--- src/rtl/vga_out_pkg.sv ---
// Shared types and constants for the VGA output stage: test modes, timing bus
// layout and the colour-bar table.
package vga_out_pkg;

  typedef enum logic [1:0] {
    TM_PASS  = 2'b00,
    TM_BARS  = 2'b01,
    TM_GRID  = 2'b10,
    TM_WHITE = 2'b11
  } test_mode_e;

  localparam int unsigned COLOR_W_DEF = 4;
  localparam int unsigned COORD_W     = 12;
  localparam int unsigned TIMING_W    = 3 + 2 * COORD_W;

  typedef struct packed {
    logic               video_on;
    logic               hs;
    logic               vs;
    logic [COORD_W-1:0] row;
    logic [COORD_W-1:0] col;
  } timing_t;

  // Entry i holds {R,G,B} on/off bits for bar i.
  localparam logic [7:0][2:0] BAR_RGB = {3'd7, 3'd6, 3'd5, 3'd4,
                                         3'd3, 3'd2, 3'd1, 3'd0};

  // Bar index comes from column bits [9:7]; anything past 1023 is the last bar.
  function automatic logic [2:0] bar_rgb(input logic [COORD_W-1:0] col);
    logic [2:0] idx;
    idx = (col[COORD_W-1:10] != '0) ? 3'd7 : col[9:7];
    return BAR_RGB[idx];
  endfunction

endpackage

--- src/rtl/sig_delay_line.sv ---
// Fixed-latency shift register with asynchronous clear; q is d delayed DEPTH cycles.
module sig_delay_line #(
  parameter int unsigned WIDTH = 1,
  parameter int unsigned DEPTH = 1
) (
  input  logic             clk,
  input  logic             rstn,
  input  logic [WIDTH-1:0] d,
  output logic [WIDTH-1:0] q
);

  logic [DEPTH-1:0][WIDTH-1:0] stage_q;

  always_ff @(posedge clk or negedge rstn) begin
    if (!rstn) begin
      stage_q <= '0;
    end else begin
      stage_q[0] <= d;
      for (int i = 1; i < int'(DEPTH); i++) begin
        stage_q[i] <= stage_q[i-1];
      end
    end
  end

  assign q = stage_q[DEPTH-1];

endmodule

--- src/rtl/vga_out_stage.sv ---
// Final VGA output stage: realigns timing with the pixel pipeline, applies
// test patterns, and produces registered colour/sync plus frame/line markers.
module vga_out_stage
  import vga_out_pkg::*;
#(
  parameter int unsigned PIPE_DLY = 2,
  parameter int unsigned COLOR_W  = COLOR_W_DEF
) (
  input  logic               clk,
  input  logic               rstn,
  input  logic               video_on,
  input  logic               horiz_sync,
  input  logic               vert_sync,
  input  logic [11:0]        pixel_row,
  input  logic [11:0]        pixel_column,
  input  logic [COLOR_W-1:0] rgb_r,
  input  logic [COLOR_W-1:0] rgb_g,
  input  logic [COLOR_W-1:0] rgb_b,
  input  logic [1:0]         test_mode,
  output logic [COLOR_W-1:0] VGA_R,
  output logic [COLOR_W-1:0] VGA_G,
  output logic [COLOR_W-1:0] VGA_B,
  output logic               VGA_HS,
  output logic               VGA_VS,
  output logic               frame_start,
  output logic               line_start,
  output logic [15:0]        frame_cnt
);

  timing_t tin_c;
  timing_t dly_c;

  assign tin_c = {video_on, horiz_sync, vert_sync, pixel_row, pixel_column};

  sig_delay_line #(
    .WIDTH(TIMING_W),
    .DEPTH(PIPE_DLY)
  ) u_timing_dly (
    .clk (clk),
    .rstn(rstn),
    .d   (tin_c),
    .q   (dly_c)
  );

  logic               von_prev_q, von_prev_d;
  test_mode_e         mode_q, mode_d;
  logic [COLOR_W-1:0] r_q, r_d, g_q, g_d, b_q, b_d;
  logic               hs_q, hs_d, vs_q, vs_d;
  logic               fs_q, fs_d, ls_q, ls_d;
  logic [15:0]        frame_cnt_q, frame_cnt_d;

  logic               ls_c, fs_c, grid_c;
  logic [2:0]         bar_c;
  test_mode_e         mode_c;

  // Pattern generation; a new mode applies from the very pixel that starts the frame.
  always_comb begin
    ls_c        = dly_c.video_on & ~von_prev_q;
    fs_c        = ls_c & (dly_c.row == '0);
    mode_c      = fs_c ? test_mode_e'(test_mode) : mode_q;
    bar_c       = bar_rgb(dly_c.col);
    grid_c      = (dly_c.col[4:0] == 5'd0) || (dly_c.row[4:0] == 5'd0);

    von_prev_d  = dly_c.video_on;
    mode_d      = mode_c;
    hs_d        = dly_c.hs;
    vs_d        = dly_c.vs;
    ls_d        = ls_c;
    fs_d        = fs_c;
    frame_cnt_d = frame_cnt_q + 16'(fs_c);
    r_d         = '0;
    g_d         = '0;
    b_d         = '0;

    if (dly_c.video_on) begin
      case (mode_c)
        TM_PASS: begin
          r_d = rgb_r;
          g_d = rgb_g;
          b_d = rgb_b;
        end
        TM_BARS: begin
          r_d = {COLOR_W{bar_c[2]}};
          g_d = {COLOR_W{bar_c[1]}};
          b_d = {COLOR_W{bar_c[0]}};
        end
        TM_GRID: begin
          r_d = {COLOR_W{grid_c}};
          g_d = {COLOR_W{grid_c}};
          b_d = {COLOR_W{grid_c}};
        end
        TM_WHITE: begin
          r_d = '1;
          g_d = '1;
          b_d = '1;
        end
        default: begin
          r_d = '0;
          g_d = '0;
          b_d = '0;
        end
      endcase
    end
  end

  always_ff @(posedge clk or negedge rstn) begin
    if (!rstn) begin
      von_prev_q  <= 1'b0;
      mode_q      <= TM_PASS;
      r_q         <= '0;
      g_q         <= '0;
      b_q         <= '0;
      hs_q        <= 1'b0;
      vs_q        <= 1'b0;
      fs_q        <= 1'b0;
      ls_q        <= 1'b0;
      frame_cnt_q <= '0;
    end else begin
      von_prev_q  <= von_prev_d;
      mode_q      <= mode_d;
      r_q         <= r_d;
      g_q         <= g_d;
      b_q         <= b_d;
      hs_q        <= hs_d;
      vs_q        <= vs_d;
      fs_q        <= fs_d;
      ls_q        <= ls_d;
      frame_cnt_q <= frame_cnt_d;
    end
  end

  assign VGA_R       = r_q;
  assign VGA_G       = g_q;
  assign VGA_B       = b_q;
  assign VGA_HS      = hs_q;
  assign VGA_VS      = vs_q;
  assign frame_start = fs_q;
  assign line_start  = ls_q;
  assign frame_cnt   = frame_cnt_q;

endmodule

--- config.mk ---
export PLATFORM = sky130hd
export DESIGN_NAME = vga_out_stage
export DESIGN_NICKNAME = d
export VERILOG_FILES = /design/src/rtl/vga_out_pkg.sv /design/src/rtl/sig_delay_line.sv /design/src/rtl/vga_out_stage.sv
export SDC_FILE = /design/constraint.sdc
export NUM_CORES = 1
export LEC_CHECK = 0
export BUFFER_PORTS_ARGS = -buffer_cell sky130_fd_sc_hd__buf_2
export CAP_MARGIN = 20
export CORE_MARGIN = 4
export CORE_UTILIZATION = 55
export DETAILED_ROUTE_END_ITERATION = 8
export PLACE_DENSITY = 0.94
export SYNTH_ARGS = -nofsm -noshare
export SYNTH_HDL_FRONTEND = slang
export SYNTH_SLANG_ARGS = --single-unit
--- constraint.sdc ---
create_clock -name clk -period 5.2 [get_ports clk]
set_input_delay 1.3 -clock clk [delete_from_list [all_inputs] [get_ports clk]]
set_output_delay 1.3 -clock clk [all_outputs]
set_load 0.05 [all_outputs]
=== Word-level counts from Yosys, hierarchy flattened ===
Memory sizes are Yosys's and may differ from the RTL's.
Cells that the tools add are included.

* Bits in registers: 89
* ROM bits: 24
* Input bits: 43
* Word-level logic and storage cells: 36
* Memories: 1

{| class="wikitable"
|+ Memory list
! memory !! words !! width !! rd ports !! clocked after memory_dff !! wr ports !! RTL line !! source
|-
| (name not given) || 8 || 3 || 1 || 0 || 0 || vga_out_pkg.sv:32 || <nowiki>return BAR_RGB[idx];</nowiki>
|}

* $add $sub $neg: 1
* Magnitude comparators: 1
* Equality and inequality tests: 3
* Multiplexer cells: 9
* Bitwise operators: 3
* Reduce and logical (&&, ||, !) cells: 6

{| class="wikitable"
|+ Operators with widths
! cell !! count
|-
| $pmux W4 S4 || 3
|-
| $add A16 B1 Y16 || 1
|-
| $logic_not A12 Y1 || 1
|-
| $mux W4 || 3
|-
| $logic_not A5 Y1 || 2
|-
| $mux W3 || 2
|-
| $eq A2 B2 Y1 const B || 2
|-
| $lt A3 B4 Y1 const B || 1
|-
| $and A1 B1 Y1 || 2
|-
| $eq A2 B1 Y1 const B || 1
|-
| $logic_not A2 Y1 || 1
|-
| $mux W2 || 1
|-
| $reduce_bool A2 Y1 || 1
|-
| $logic_or A1 B1 Y1 || 1
|-
| $not A1 Y1 || 1
|}

=== Depth between registers and ports, before layout ===
Gate-level depths: netlist (run 1).

* Depth in word-level cells: 7
* Gate-level depth with buffers: 9

=== Hierarchy ===
Synthesis (run 1) repeated with hierarchy kept, for this count alone.

* Cells, all modules: 201
* Area, all modules: 3149.3 sq um

{| class="wikitable"
|+ Modules (own cells, without submodules)
! module !! instances !! cells each !! area an instance (sq um) !! seq. area each (sq um)
|-
| vga_out_stage || 1 || 120 || 1595.3 || 875.8
|-
| sig_delay_line || 1 || 81 || 1554.0 || 1351.3
|}

=== Worst setup path before layout (run 1) ===
No wires, ideal clock.

* Kind: input-to-reg
* Start: in test_mode[0]
* End: reg g_q[0], in the netlist VGA_G[0]
* Arrival time: 1998 ps
* Data required time: 5080 ps
* Setup slack: 3083 ps
* Stages on the path: 4
* Buffers on the path: 0
* Cells stage by stage: nand2_1 mux2_4 o21a_4 a31o_1

* Word-level cells in the longest chain between the ends: 4
* Elaborated cells on any way between the ends: 7
* Classes of those cells: eq/ne (3); mux (3); reduce/logical (1)

{| class="wikitable"
|+ RTL lines
! what !! RTL line !! source
|-
| from (decl) || vga_out_stage.sv:19 || <nowiki>input logic [1:0] test_mode,</nowiki>
|-
| $mux W2 (*) || vga_out_stage.sv:60 || <nowiki>mode_c = fs_c ? test_mode_e'(test_mode) : mode_q;</nowiki>
|-
| $eq A2 B2 Y1, or another cell as far along || vga_out_stage.sv:76 || <nowiki>case (mode_c)</nowiki>
|-
| $pmux W4 S4 (*) || vga_out_stage.sv:76 ||
|-
| $mux W4 (*) || vga_out_stage.sv:75 || <nowiki>if (dly_c.video_on) begin</nowiki>
|-
| named net g_d[0] || vga_out_stage.sv:47 || <nowiki>logic [COLOR_W-1:0] r_q, r_d, g_q, g_d, b_q, b_d;</nowiki>
|-
| to (signal assigned) || vga_out_stage.sv:122 || <nowiki>g_q <= g_d;</nowiki>
|-
| to (decl) || vga_out_stage.sv:47 ||
|}

Mark *: on every way through the listed nets, which the timed path passes. The rest lies on a longest branch.

=== Worst setup path in the final report (run 1) ===
* Start: reg u_timing_dly.stage_q, in the netlist u_timing_dly.q[26]
* End: reg frame_cnt_q[15], in the netlist frame_cnt[15]

* Word-level cells in the longest chain between the ends: 3

{| class="wikitable"
|+ RTL lines
! what !! RTL line !! source
|-
| from (decl) || sig_delay_line.sv:12 || <nowiki>logic [DEPTH-1:0][WIDTH-1:0] stage_q;</nowiki>
|-
| from (signal, indexed assignment) || sig_delay_line.sv:20 || <nowiki>stage_q[i] <= stage_q[i-1];</nowiki>
|-
| $and A1 B1 Y1 || vga_out_stage.sv:58 || <nowiki>ls_c = dly_c.video_on & ~von_prev_q;</nowiki>
|-
| $and A1 B1 Y1 || vga_out_stage.sv:59 || <nowiki>fs_c = ls_c & (dly_c.row == '0);</nowiki>
|-
| named net fs_c || vga_out_stage.sv:52 || <nowiki>logic ls_c, fs_c, grid_c;</nowiki>
|-
| $add A16 B1 Y16 || vga_out_stage.sv:70 || <nowiki>frame_cnt_d = frame_cnt_q + 16'(fs_c);</nowiki>
|-
| named net frame_cnt_d[15] || vga_out_stage.sv:50 || <nowiki>logic [15:0] frame_cnt_q, frame_cnt_d;</nowiki>
|-
| to (signal assigned) || vga_out_stage.sv:128 || <nowiki>frame_cnt_q <= frame_cnt_d;</nowiki>
|-
| to (decl) || vga_out_stage.sv:50 ||
|}

The timed path passes the listed nets, and every way through them passes these cells.

==> metrics.txt, run 1 <==
# TYPE chip_impl_metric gauge
chip_impl_info{name="outcome",value="complete, no violations"} 1
chip_impl_metric{name="proportion_of_total_power_due_to_net_switching",unit="%"} 23.3
chip_impl_metric{name="post_cts.repair.setup_buffers",unit=""} 0
chip_impl_metric{name="vias_in_the_first_global_route",unit=""} 1662
chip_impl_info{name="cts.root.buffer_cell",value="sky130_fd_sc_hd__clkbuf_8"} 1
chip_impl_metric{name="tritoncts_num_sinks",unit=""} 85
chip_impl_metric{name="total_switching_power",unit="uW"} 285
chip_impl_metric{name="drc",unit=""} 0
chip_impl_metric{name="internal_power",unit="uW"} 940
chip_impl_metric{name="static-leakage-power",unit="nW"} 1.77
chip_impl_metric{name="timing.clock.skew",unit="ns"} 0.0103
chip_impl_metric{name="synth_seq_cells",unit=""} 85
chip_impl_metric{name="required_worst_endpoint",unit="ns"} 5.43
chip_impl_metric{name="synth-seq-area-share",unit="%"} 74.8
chip_impl_metric{name="core_area",unit="mm^2"} 0.00488
chip_impl_info{name="cts_tree",value="built"} 1
chip_impl_metric{name="tritonroute_pass_1_iters",unit=""} 4
chip_impl_info{name="synth_commonest_cells",value="sky130_fd_sc_hd__dfrtp_1 (85), sky130_fd_sc_hd__nand2b_1 (9), sky130_fd_sc_hd__xnor2_1 (9), sky130_fd_sc_hd__a31o_1 (8)"} 1
chip_impl_info{name="yosysMostFrequentCell",value="sky130_fd_sc_hd__dfrtp_1"} 1
chip_impl_metric{name="relSlewSlack",unit="%"} 73.8
chip_impl_metric{name="final_layout_size_suffix_gt1_share",unit="%"} 40.2
chip_impl_metric{name="fillers",unit=""} 318
chip_impl_metric{name="top_level_i_o_count",unit=""} 75
chip_impl_metric{name="final_min_period_over_clock_period",unit="%"} 47.6
chip_impl_metric{name="max_cap_violations",unit=""} 0
chip_impl_metric{name="fin_total_pwr",unit="mW"} 1.23
chip_impl_metric{name="synth_top_cell_area_share",unit="%"} 74.8
chip_impl_metric{name="clock_latency",unit="ns"} 0.34
chip_impl_metric{name="drv_slew",unit=""} 0
chip_impl_metric{name="globalRouteOverflowTotal",unit=""} 0
chip_impl_metric{name="finalHoldViolCount",unit=""} 0
chip_impl_metric{name="report.final.setup_viol",unit=""} 0
chip_impl_metric{name="floorplan.rows",unit=""} 25
chip_impl_metric{name="cts-hold-fix-buffers",unit=""} 0
chip_impl_info{name="crit_path_start_kind",value="register"} 1
chip_impl_metric{name="antenna_cells",unit=""} 0
chip_impl_metric{name="clock_tree.buffer_depth",unit=""} 2
chip_impl_metric{name="place.gp.congestion",unit=""} 0.716
chip_impl_metric{name="worst_r2r_path_depth",unit=""} 9
chip_impl_metric{name="irDropWorstVdd",unit="V"} 0.000272
chip_impl_metric{name="cp_max_fo",unit=""} 13
chip_impl_metric{name="fin_worst_hold_slack",unit="ns"} 0.344
chip_impl_metric{name="post-route-worst-setup-slack",unit="ns"} 2.73
chip_impl_metric{name="ctsHtreeMaxLevel",unit=""} 3
chip_impl_metric{name="measured_slew_at_the_worst_slew_check_pin",unit="ns"} 0.390
chip_impl_metric{name="tmin_final",unit="ns"} 2.47
chip_impl_metric{name="share_clk_of_total_power",unit="%"} 37.1
chip_impl_metric{name="yosys.cell_types.count",unit=""} 34
chip_impl_metric{name="clock_buffers_created_by_tritoncts",unit=""} 9
chip_impl_metric{name="die-width",unit="um"} 79.9
chip_impl_info{name="r2r-start",value="u_timing_dly.q[26]$_DFF_PN0_"} 1
chip_impl_metric{name="hold_path_depth",unit=""} 0
chip_impl_metric{name="grt_max_degree",unit=""} 86
chip_impl_metric{name="fp.dieArea",unit="mm^2"} 0.00639
chip_impl_info{name="rsz0062_at_grt",value="false"} 1
chip_impl_metric{name="dr_total_vias",unit=""} 1576
chip_impl_metric{name="ant_nets",unit=""} 0
chip_impl_info{name="rr_endpoint",value="frame_cnt[15]$_DFF_PN0_"} 1
chip_impl_metric{name="synthesis.area",unit="mm^2"} 0.00285
chip_impl_metric{name="initial_utilization",unit="%"} 58.3
chip_impl_info{name="worstSetupPathType",value="reg2reg"} 1
chip_impl_info{name="ys_top_cells_by_area",value="sky130_fd_sc_hd__dfrtp_1 (75%), sky130_fd_sc_hd__xnor2_1 (2.8%), sky130_fd_sc_hd__a31o_1 (2.5%)"} 1
chip_impl_metric{name="cts_repair_resize_count",unit=""} 0
chip_impl_metric{name="comb_power_share",unit="%"} 6.1
chip_impl_metric{name="port_buffers",unit=""} 72
chip_impl_metric{name="sequentialPowerShare",unit="%"} 56.9
chip_impl_metric{name="syn2layout_area_growth",unit="%"} 23.5
chip_impl_metric{name="hpwl",unit="um"} 3210
chip_impl_metric{name="grt_antenna_before_repair",unit=""} 0
chip_impl_metric{name="postSynth.asyncResetShare",unit="%"} 100
chip_impl_metric{name="postSynthCellCount",unit=""} 173
chip_impl_metric{name="place_ws",unit="ns"} 2.76
chip_impl_metric{name="final_net_count",unit=""} 301
chip_impl_metric{name="timing.reg2reg.setup_slack",unit="ns"} 2.73
chip_impl_metric{name="yosys_warnings",unit=""} 0
chip_impl_info{name="min_from",value="u_timing_dly.stage_q[1]$_DFF_PN0_"} 1
chip_impl_metric{name="mean_routed_wirelength_per_cell",unit="um"} 14.1
chip_impl_metric{name="overall_global_routing_resource_usage",unit="%"} 16.2
chip_impl_metric{name="arrival_time_worst_endpoint",unit="ns"} 2.71
chip_impl_metric{name="synth.avg_cell_area",unit="um^2"} 16.4
chip_impl_metric{name="mappedNetlistNets",unit=""} 218
chip_impl_metric{name="grt_pass1_wl",unit="um"} 7580
chip_impl_metric{name="die_h",unit="um"} 79.9
chip_impl_info{name="hold-path-endpoint",value="u_timing_dly.q[1]$_DFF_PN0_"} 1
chip_impl_metric{name="max_freq",unit="GHz"} 0.404
chip_impl_metric{name="detail_route.wirelength",unit="um"} 4620
chip_impl_info{name="library_cell_occupying_the_most_area_in_the_post_synthesis_netlist",value="sky130_fd_sc_hd__dfrtp_1"} 1
chip_impl_metric{name="clk_pin_slew_worst_paths",unit="ns"} 0.09
chip_impl_metric{name="power-per-cell-area",unit="mW/mm^2"} 349
chip_impl_info{name="min_path_type",value="reg2reg"} 1
chip_impl_info{name="postSynth.topFlopCell",value="sky130_fd_sc_hd__dfrtp_1"} 1
chip_impl_info{name="crit_path_end_kind",value="register"} 1
chip_impl_metric{name="vias_per_cell",unit=""} 4.80
chip_impl_metric{name="setup_total_negative_slack",unit="ns"} 0
chip_impl_metric{name="detail_route.iter0.violations",unit=""} 78
chip_impl_metric{name="synth_edf_count",unit=""} 0
## critical path: stages (launching register included)
cell and delay (ns):
sky130_fd_sc_hd__dfrtp_1 0.58, sky130_fd_sc_hd__nor4b_4 0.32, sky130_fd_sc_hd__nand4_4 0.17, sky130_fd_sc_hd__clkinv_2 0.17, sky130_fd_sc_hd__ha_1 0.21, sky130_fd_sc_hd__nand3_1 0.15, sky130_fd_sc_hd__nand2b_1 0.24, sky130_fd_sc_hd__nor2_1 0.22
sky130_fd_sc_hd__nand3_1 0.16, sky130_fd_sc_hd__xnor2_1 0.15
## sequential cells by signal, summed over array words and instances, names as in the netlist
signal,flops
u_timing_dly.q,25
u_timing_dly.stage_q,25
frame_cnt,16
VGA_B,4
VGA_G,4
VGA_R,4
mode_q,2
VGA_HS,1
VGA_VS,1
frame_start,1
line_start,1
von_prev_q,1
## layer usage
metal  up-vias  global-route usage (%)  routed length (um)
met5         -                       0                   0
met4         0                    6.08                  55
met3         6                    8.47                 420
met2        51                    25.0                2310
met1       766                    19.2                1830
li1        753                       -                   -
## power by group through the flow
stage	combinational, mW	sequential (mW)	clock (mW)
floorplan	0.0166	0.730	0
global placement	0.0717	0.709	0
detailed placement	0.0731	0.711	0
CTS	0.0735	0.697	0.466
global route	0.0816	0.700	0.508
finish	0.0744	0.697	0.454
## layout by cell type (no fill, tap or decap), types with 2 or more instances in the layout
master and count:
sky130_fd_sc_hd__nand2b_1 9, sky130_fd_sc_hd__dfrtp_1 85, sky130_fd_sc_hd__clkbuf_8 9, sky130_fd_sc_hd__xor2_1 5
sky130_fd_sc_hd__o21a_4 2, sky130_fd_sc_hd__xnor2_1 9, sky130_fd_sc_hd__mux2i_4 2, sky130_fd_sc_hd__nand2_1 7
sky130_fd_sc_hd__inv_2 2, sky130_fd_sc_hd__nor2_1 6, sky130_fd_sc_hd__a31o_1 8, sky130_fd_sc_hd__nor3_2 2
sky130_fd_sc_hd__and3_1 2, sky130_fd_sc_hd__nand4_1 2, sky130_fd_sc_hd__o21a_1 4, sky130_fd_sc_hd__buf_2 71
sky130_fd_sc_hd__clkinv_2 2, sky130_fd_sc_hd__inv_1 2, sky130_fd_sc_hd__ha_1 2, sky130_fd_sc_hd__nand3_1 7
## worst max-delay path by stage
stage	startpoint	endpoint	slack (ns)	depth (start not counted)
after global placement	u_timing_dly.q[26]$_DFF_PN0_	frame_cnt[15]$_DFF_PN0_	2.82	9
after detailed placement	u_timing_dly.q[26]$_DFF_PN0_	frame_cnt[15]$_DFF_PN0_	2.76	9
final	u_timing_dly.q[26]$_DFF_PN0_	frame_cnt[15]$_DFF_PN0_	2.73	9
after CTS	u_timing_dly.q[26]$_DFF_PN0_	frame_cnt[15]$_DFF_PN0_	2.74	9
after global routing	u_timing_dly.q[26]$_DFF_PN0_	frame_cnt[15]$_DFF_PN0_	2.53	9
after floorplan	test_mode[0]	VGA_G[0]$_DFF_PN0_	3.08	4
## metrics by stage
stage	std cells	instance area (um^2)	util, %
5_1_grt	328	3510	72.0
3_3_place_gp	311	3290	67.4
4_1_cts	327	3490	71.5
2_1_floorplan	173	2850	-
3_5_place_dp	311	3290	67.4
6_report	328	3510	72.0
## logic make-up after synthesis
| family | Yosys count | share of synthesized area (%) |
|---|---|---|
| AND/OR/NAND/NOR | 43 | 10.1 |
| multiplexers | 4 | 2.46 |
| adder cells (fa/ha/maj) | 2 | 0.879 |
| XOR/XNOR | 14 | 4.31 |
| buffers and inverters | 6 | 0.835 |
| flip-flops | 85 | 74.8 |
| AO/OA/AOI/OAI | 19 | 6.64 |
## layout make-up
type / instances / area [um^2] / share of cell area (%)
flip-flops and latches: 85 / 2130 / 60.5
multi-input cells: 82 / 694 / 19.8
repair buffers: 73 / 390 / 11.1
clock buffers: 10 / 128 / 3.63
well taps: 67 / 83.8 / 2.39
clock inverters: 6 / 71.3 / 2.03
inverters: 5 / 20.0 / 0.570
No activity file was read; power rests on OpenSTA's default activity.
==> run 2, diff against run 1 <==
--- a/config.mk
+++ b/config.mk
@@ -8,9 +8,9 @@
 export BUFFER_PORTS_ARGS = -buffer_cell sky130_fd_sc_hd__buf_2
 export CAP_MARGIN = 20
 export CORE_MARGIN = 4
-export CORE_UTILIZATION = 55
+export CORE_UTILIZATION = 51
 export DETAILED_ROUTE_END_ITERATION = 8
-export PLACE_DENSITY = 0.94
+export PLACE_DENSITY = 0.89
 export SYNTH_ARGS = -nofsm -noshare
 export SYNTH_HDL_FRONTEND = slang
 export SYNTH_SLANG_ARGS = --single-unit
==> constraint.sdc (replaced) <==
create_clock -name clk -period 2.5 [get_ports clk]
set_input_delay 0.625 -clock clk [delete_from_list [all_inputs] [get_ports clk]]
set_output_delay 0.625 -clock clk [all_outputs]
set_load 0.05 [all_outputs]
==> metrics.txt, run 2 (synthesis results as in run 1) <==
# TYPE chip_impl_metric gauge
chip_impl_info{name="outcome",value="complete, no violations"} 1
chip_impl_metric{name="place.gp.congestion",unit=""} 0.724
chip_impl_metric{name="grt_pass1_wl",unit="um"} 7710
chip_impl_metric{name="final_min_period_over_clock_period",unit="%"} 88.4
chip_impl_metric{name="final_layout_size_suffix_gt1_share",unit="%"} 41.2
chip_impl_metric{name="irDropWorstVdd",unit="V"} 0.000416
chip_impl_info{name="crit_path_start_kind",value="register"} 1
chip_impl_info{name="grt_busiest_layer",value="met2"} 1
chip_impl_metric{name="overall_global_routing_resource_usage",unit="%"} 15.7
chip_impl_metric{name="ant_nets",unit=""} 0
chip_impl_info{name="worst_path_most_repeated_cell",value="sky130_fd_sc_hd__nand3_1"} 1
chip_impl_metric{name="fp.dieArea",unit="mm^2"} 0.00684
chip_impl_metric{name="floorplan.rows",unit=""} 26
chip_impl_metric{name="tritonroute_pass_1_iters",unit=""} 4
chip_impl_metric{name="cts_repair_resize_count",unit=""} 0
chip_impl_metric{name="initial_utilization",unit="%"} 54.0
chip_impl_metric{name="timing.clock.skew",unit="ns"} 0.00520
chip_impl_metric{name="place_ws",unit="ns"} 0.202
chip_impl_metric{name="cp_slowest_stage_delay",unit="ns"} 0.41
chip_impl_metric{name="detail_route.iter0.violations",unit=""} 50
chip_impl_info{name="worstSetupPathType",value="reg2reg"} 1
chip_impl_metric{name="required_worst_endpoint",unit="ns"} 2.73
chip_impl_metric{name="tmin_final",unit="ns"} 2.21
chip_impl_metric{name="port_buffers",unit=""} 72
chip_impl_metric{name="post-route-worst-setup-slack",unit="ns"} 0.290
chip_impl_metric{name="final_net_count",unit=""} 302
chip_impl_metric{name="clock_tree.buffer_depth",unit=""} 2
chip_impl_info{name="mostFrequentLayoutCell",value="sky130_fd_sc_hd__dfrtp_1"} 1
chip_impl_metric{name="measured_slew_at_the_worst_slew_check_pin",unit="ns"} 0.509
chip_impl_metric{name="relSlewSlack",unit="%"} 66.1
chip_impl_info{name="cts.root.buffer_cell",value="sky130_fd_sc_hd__clkbuf_8"} 1
chip_impl_metric{name="global_route.usage.met3",unit="%"} 6.40
chip_impl_metric{name="antenna_cells",unit=""} 0
chip_impl_metric{name="die_h",unit="um"} 82.7
chip_impl_metric{name="clock_buffers_created_by_tritoncts",unit=""} 9
chip_impl_metric{name="vias_per_cell",unit=""} 4.74
chip_impl_metric{name="max_cap_violations",unit=""} 0
chip_impl_info{name="min_path_type",value="in2async"} 1
chip_impl_info{name="critical_path.slowest_cell",value="sky130_fd_sc_hd__dfrtp_1"} 1
chip_impl_metric{name="fillers",unit=""} 386
chip_impl_metric{name="fin_total_pwr",unit="mW"} 2.64
chip_impl_metric{name="drv_slew",unit=""} 0
chip_impl_metric{name="clock_latency",unit="ns"} 0.34
chip_impl_metric{name="syn2layout_area_growth",unit="%"} 24.5
chip_impl_metric{name="detail_route.wirelength",unit="um"} 4680
chip_impl_metric{name="grt_max_degree",unit=""} 46
chip_impl_info{name="crit_path_end_kind",value="register"} 1
chip_impl_info{name="cts_tree",value="built"} 1
chip_impl_metric{name="finalHoldViolCount",unit=""} 0
chip_impl_metric{name="static-leakage-power",unit="nW"} 1.78
chip_impl_metric{name="post_cts.repair.setup_buffers",unit=""} 0
chip_impl_metric{name="grt_met1_usage",unit="%"} 19.3
chip_impl_metric{name="setup_total_negative_slack",unit="ns"} 0
chip_impl_metric{name="multi_input_comb_area",unit="um^2"} 697
chip_impl_metric{name="dr_total_vias",unit=""} 1574
chip_impl_metric{name="report.final.setup_viol",unit=""} 0
chip_impl_metric{name="mean_routed_wirelength_per_cell",unit="um"} 14.1
chip_impl_metric{name="tritoncts_num_sinks",unit=""} 85
chip_impl_metric{name="hpwl",unit="um"} 3360
chip_impl_metric{name="max_freq",unit="GHz"} 0.452
chip_impl_metric{name="grt_antenna_before_repair",unit=""} 0
chip_impl_info{name="critical_path.cell_chain",value="nor4b_4 -> nand4_4 -> clkinv_2 -> ha_1 -> nand3_1 -> nand2b_1 -> nor2_2 -> nand3_1 -> xnor2_1"} 1
chip_impl_metric{name="drc",unit=""} 0
chip_impl_metric{name="clk_pin_slew_worst_paths",unit="ns"} 0.08
chip_impl_metric{name="ctsHtreeMaxLevel",unit=""} 3
chip_impl_metric{name="cp_max_fo",unit=""} 6
chip_impl_metric{name="die-width",unit="um"} 82.7
chip_impl_metric{name="power-per-cell-area",unit="mW/mm^2"} 745
chip_impl_metric{name="grt_util_met2",unit="%"} 24.8
chip_impl_info{name="layout.cells.most_common_list",value="sky130_fd_sc_hd__dfrtp_1 (85), sky130_fd_sc_hd__buf_2 (71), sky130_fd_sc_hd__nand2b_1 (9), sky130_fd_sc_hd__xnor2_1 (9), sky130_fd_sc_hd__clkbuf_8 (9)"} 1
chip_impl_metric{name="core_area",unit="mm^2"} 0.00527
chip_impl_metric{name="arrival_time_worst_endpoint",unit="ns"} 2.44
chip_impl_info{name="rsz0062_at_grt",value="false"} 1
chip_impl_metric{name="globalRouteOverflowTotal",unit=""} 0
chip_impl_metric{name="cts-hold-fix-buffers",unit=""} 0
chip_impl_metric{name="top_level_i_o_count",unit=""} 75
chip_impl_metric{name="vias_in_the_first_global_route",unit=""} 1635
chip_impl_metric{name="layout.area.seq",unit="mm^2"} 0.00213
[run 2: critical path: cells and delay by family (launching register included)]
kind / cells / cell delay (ns)
XOR/XNOR: 1 / 0.14
adder cells (fa/ha/maj): 1 / 0.20
buffers and inverters: 1 / 0.17
flip-flops: 1 / 0.41
AND/OR/NAND/NOR: 6 / 1.18
[run 2: power by group]
part           switching [mW]  leakage [nW]  internal (mW)
clock network           0.466         0.106          0.567
registers              0.0192          1.05           1.43
logic                   0.103         0.624         0.0554
[run 2: final timing paths]
path | from | end | slack (ns) | cells past startpoint
max | u_timing_dly.q[13]$_DFF_PN0_ | frame_cnt[13]$_DFF_PN0_ | 0.29 | 9
min | rstn | VGA_R[0]$_DFF_PN0_ | 0.25 | 1
max reg2reg | u_timing_dly.q[13]$_DFF_PN0_ | frame_cnt[13]$_DFF_PN0_ | 0.29 | 9
min reg2reg | u_timing_dly.stage_q[22]$_DFF_PN0_ | u_timing_dly.q[22]$_DFF_PN0_ | 0.35 | 0
max in group asynchronous | rstn | u_timing_dly.q[7]$_DFF_PN0_ | 1.65 | 2
min in group clk | u_timing_dly.stage_q[22]$_DFF_PN0_ | u_timing_dly.q[22]$_DFF_PN0_ | 0.35 | 0
[run 2: stage by stage]
stage | utilization (%) | cells | hold slack, ns | cell area [um^2]
final | 67.2 | 332 | 0.253 | 3540
after global routing | 67.2 | 332 | 0.283 | 3540
after CTS | 67.2 | 332 | 0.257 | 3540
after detailed placement | 63.0 | 316 | 0.335 | 3320
after global placement | 63.0 | 316 | 0.334 | 3320
after floorplan | - | 173 | 0.329 | 2850
[run 2: metal layers]
| metal | share of wire (%) | up-vias |
|---|---|---|
| li1 | - | 754 |
| met1 | 40 | 767 |
| met2 | 52 | 49 |
| met3 | 6.9 | 4 |
| met4 | 1.0 | 0 |
| met5 | 0 | - |
[run 2: area by class of cell]
class                      count  area share (%)
tap                           70            2.47
multi-input combinational     82            19.7
clock buffer                   9            3.50
clock inverter                 7            2.75
inverter                       5           0.565
sequential                    85            60.0
timing repair buffer          74            11.0
